**config.mk**
```make
export PLATFORM = sky130hd
export DESIGN_NAME = microwave_control
export DESIGN_NICKNAME = d
export VERILOG_FILES = /design/src/rtl/microwave_control.sv
export SDC_FILE = /design/constraint.sdc
export NUM_CORES = 1
export LEC_CHECK = 0
export CORE_AREA = 2 2 39 41
export CTS_CLUSTER_DIAMETER = 50
export CTS_CLUSTER_SIZE = 30
export DETAILED_ROUTE_END_ITERATION = 10
export DIE_AREA = 0 0 41 43
export SLEW_MARGIN = 15
export SYNTH_ARGS = -nofsm -noshare
export SYNTH_HDL_FRONTEND = slang
export SYNTH_SLANG_ARGS = --single-unit
```
**constraint.sdc**
```tcl
create_clock -name clk -period 1.65 [get_ports clk]
set_input_delay 0.2475 -clock clk [delete_from_list [all_inputs] [get_ports clk]]
set_output_delay 0.2475 -clock clk [all_outputs]
set_load 0.1 [all_outputs]
```
**src/rtl/microwave_control.sv**
```systemverilog
// Magnetron control FSM: button edge detection, door interlock and cook/pause/done sequencing.
// Optional build macro CONTROL_SYNC_EN adds 2-flop synchronizers on all four control inputs.
module microwave_control (
    input  logic clk,
    input  logic clrn,
    input  logic startn,
    input  logic stopn,
    input  logic door_closed,
    input  logic timer_done,
    output logic mag_on,
    output logic paused,
    output logic done
);

    typedef enum logic [1:0] {
        IDLE  = 2'd0,
        COOK  = 2'd1,
        PAUSE = 2'd2,
        DONE  = 2'd3
    } state_t;

    state_t state, state_next;

    logic start_c, stop_c, door_c, timer_c;
    logic start_hist, stop_hist;
    logic start_ev, stop_ev, start_qual;

`ifdef CONTROL_SYNC_EN
    logic [1:0] start_sync, stop_sync, door_sync, timer_sync;

    // NOTE: sequential state uses non-blocking assignments so every flop samples pre-edge values.
    always_ff @(posedge clk or negedge clrn) begin
        if (!clrn) begin
            start_sync <= 2'b11;
            stop_sync  <= 2'b11;
            door_sync  <= 2'b11;
            timer_sync <= 2'b11;
        end else begin
            start_sync <= {start_sync[0], startn};
            stop_sync  <= {stop_sync[0], stopn};
            door_sync  <= {door_sync[0], door_closed};
            timer_sync <= {timer_sync[0], timer_done};
        end
    end

    assign start_c = start_sync[1];
    assign stop_c  = stop_sync[1];
    assign door_c  = door_sync[1];
    assign timer_c = timer_sync[1];
`else
    assign start_c = startn;
    assign stop_c  = stopn;
    assign door_c  = door_closed;
    assign timer_c = timer_done;
`endif

    // History flops reset high so a button held through reset still gives one event.
    always_ff @(posedge clk or negedge clrn) begin
        if (!clrn) begin
            start_hist <= 1'b1;
            stop_hist  <= 1'b1;
        end else begin
            start_hist <= start_c;
            stop_hist  <= stop_c;
        end
    end

    assign start_ev   = start_hist & ~start_c;
    assign stop_ev    = stop_hist & ~stop_c;
    // A simultaneous stop suppresses start everywhere.
    assign start_qual = start_ev & ~stop_ev & door_c & ~timer_c;

    always_comb begin
        // NOTE: default assignment first keeps this block free of inferred latches.
        state_next = state;
        unique case (state)
            IDLE: begin
                if (start_qual) state_next = COOK;
            end
            COOK: begin
                if (timer_c)                 state_next = DONE;
                else if (stop_ev || !door_c) state_next = PAUSE;
            end
            PAUSE: begin
                if (stop_ev)         state_next = IDLE;
                else if (timer_c)    state_next = IDLE;
                else if (start_qual) state_next = COOK;
            end
            DONE: begin
                if (start_ev || stop_ev || !door_c) state_next = IDLE;
            end
            default: state_next = IDLE;
        endcase
    end

    always_ff @(posedge clk or negedge clrn) begin
        if (!clrn) begin
            state  <= IDLE;
            paused <= 1'b0;
            done   <= 1'b0;
        end else begin
            state  <= state_next;
            paused <= (state_next == PAUSE);
            done   <= (state_next == DONE);
        end
    end

    // Raw door switch gates the magnetron so opening the door cuts power before the FSM reacts.
    assign mag_on = (state == COOK) & door_closed;

endmodule

```
==> metrics.txt <==
status=complete, no violations; WP data arrival=1.23 ns; first-pass GRT wire length=1.11 mm; clock transition at the registers of the reported paths=0.05 ns; Reg power frac=39.7%; final net count=49; setup TNS=0 ns; slowest cell on the critical path=dfrtp_1; CP Cell Sequence=nor3b_4, buf_12; die width=41 um; Syn Nets=36; most frequent cells after synthesis=dfrtp_1 (4), nor2_1 (3); RSZ-0062 raised after global routing=false; Worst Skew=0.0108 ns; CTS tree=yes; HPWL after DPL=487 um; Fin Hold WS=0.237 ns; Ys Warns=0; Worst setup SP type=flop; grt ovf=0; Setup crit end kind=primary output; Avg Inst Size Synth=10.9 um^2; combinational share of power=28.0%; hold-fix buffers at CTS=0; # clock sinks=6; share of cells above drive strength 1=31.0%; num rows=14; top_reg_cell synth=dfrtp_1; period utilization=89.6%; CTS Buf Count=3; Net Sw Frac=31.9%; Post-synth EDFFs=0; number of synthesized register bits=6; post-CTS sizing=0; Internal=309 uW; port buffer count=8; initial core utilization=23.6%; Pleak=0.206 nW; Vias=277; maximum clock path buffer count=2; DR iter-0 viols=7; Clock power frac=32.3%; GP Congestion=0.826; final core occ=35.2%; relative slew slack=75.6%; reg2reg start=state[1]; Cell Area, Placed=460 um^2; max_cap viols=0; initial antenna violation count=0; Vias/cell=4.78; mean routed wirelength per cell=10.8 um; Layout area overhead=49.0%; Synth cell types=20; area of the mapped netlist=327 um^2; Antenna Violating Nets Remaining=0; Max FO, Critical Path=10; Final Hold Vio Count=0; post-synthesis sequential area ratio=46.7%; Yosys top cell by area=dfrtp_1; Die H=43 um; H-tree Lvls=1; final setup fails=0; All-Layer GR Usage=9.82%; P_sw=145 uW; Fmax=0.677 GHz; Slew Limit Fails=0; WL final=627 um; worst-margin pin slew=0.366 ns; area share of the largest cell type after synthesis=30.7%; postcts setup bufs=0; largest net degree at the start of global routing=11; Final Instance Area=487 um^2; Worst Path Class, Setup=flop to primary output; synth top area cells=dfrtp_1 (31%), dfstp_2 (16%), buf_6 (6.9%), nand2b_4 (4.2%), a31oi_1 (3.8%); Root Driver=clkbuf_4; CP max stage delay=0.50 ns; flop2flop setup slack=0.36 ns; Non-Filler Instances=58; Worst R2R End=state[1]; core box area=0.00138 mm^2; io pins=9; power density cells=934 mW/mm^2; top-count cell post-synth=dfrtp_1; Hold Path Class=input pin to asynchronous set/reset pin; Worst-Skew Late Latency=0.25 ns; post-synthesis cell count=30; DRT Pass-1 Iters=4; r2r worst-path depth=3; Residual DRC=0; Async S/R FF share, synth=100%; Cells after DPL=54; critical path required time=1.40 ns; number of global-route vias before repair=275; min Tclk post-route=1.48 ns; VDD IR max=0.000651 V; antenna diode instance count=0; die area=0.00176 mm^2; # fillers=139
==> kinds of logic (layout without fill, tap and decap cells) <==
family | after synthesis | count (layout) | synth area share [%]
AO/OA/AOI/OAI | 8 | 8 | 18.4
buffers and inverters | 3 | 15 | 8.04
flip-flops | 6 | 6 | 46.7
AND/OR/NAND/NOR | 13 | 13 | 26.8
==> registers in the layout, summed over array words and instances (netlist names) <==
register	cells
done	1
paused	1
start_hist	1
state	2
stop_hist	1
==> routing by layer <==
layer | up-vias | global-route usage [%] | part of all wire, %
met3 | 2 | 6.28 | 7.0
met1 | 131 | 10.9 | 39
met2 | 9 | 14.4 | 52
li1 | 135 | - | -
met4 | 0 | 4.00 | 1.9
met5 | - | 0 | 0
==> worst max path at each step <==
| stage | startpoint | endpoint | depth (start not counted) | slack (ns) |
|---|---|---|---|---|
| floorplan | state[1] | mag_on | 2 | 0.07 |
| global placement | startn | state[1] | 4 | 0.15 |
| detailed placement | startn | state[1] | 4 | 0.13 |
| CTS | state[1] | mag_on | 2 | 0.16 |
| global route | state[1] | mag_on | 2 | 0.12 |
| finish | state[1] | mag_on | 2 | 0.17 |
==> through the flow <==
stage                     setup WS [ns]  power (mW)
final                             0.172       0.454
after floorplan                  0.0673       0.265
after CTS                         0.159       0.463
after detailed placement          0.132       0.311
after global placement            0.150       0.310
after global routing              0.121       0.482
==> power by group through the flow <==
stage | Sequential [mW] | Combinational (mW) | Clock, mW
finish | 0.181 | 0.127 | 0.147
global route | 0.183 | 0.136 | 0.164
CTS | 0.181 | 0.129 | 0.154
detailed placement | 0.183 | 0.128 | 0
global placement | 0.182 | 0.127 | 0
floorplan | 0.199 | 0.0661 | 0
==> layout by cell type (no fill, tap or decap) <==
cell / Yosys / final
clkdlybuf4s50_1: 0 / 5
buf_12: 0 / 3
a41oi_1: 1 / 1
clkbuf_1: 0 / 1
clkbuf_4: 0 / 3
nor2_1: 3 / 3
nor2b_1: 1 / 1
nand3b_2: 1 / 1
nand3_1: 2 / 2
nor3b_4: 0 / 1
inv_1: 1 / 1
buf_4: 0 / 2
nand2b_4: 1 / 1
a21bo_1: 1 / 1
dfstp_2: 2 / 2
nand4_1: 1 / 1
a222oi_1: 1 / 1
dfrtp_1: 4 / 4
nand2b_1: 2 / 2
o21ai_1: 1 / 1
a31oi_1: 2 / 2
nor4b_1: 1 / 1
o21ai_0: 1 / 1
a211o_1: 1 / 1
==> critical path, delay by kind of cell, from the launching register on <==
| kind | cells | cell delay [ns] |
|---|---|---|
| simple gates | 1 | 0.27 |
| buf+inv | 1 | 0.20 |
| flops | 1 | 0.50 |
==> cell type report <==
type | count | area [um^2] | area share [%]
Clock buffer | 4 | 26.3 | 5.40
Tap cell | 16 | 20.0 | 4.11
Inverter | 1 | 3.75 | 0.771
Multi-Input combinational cell | 21 | 159 | 32.6
Timing Repair Buffer | 10 | 125 | 25.7
Sequential cell | 6 | 153 | 31.4
Power figures use the tool's default switching activity.
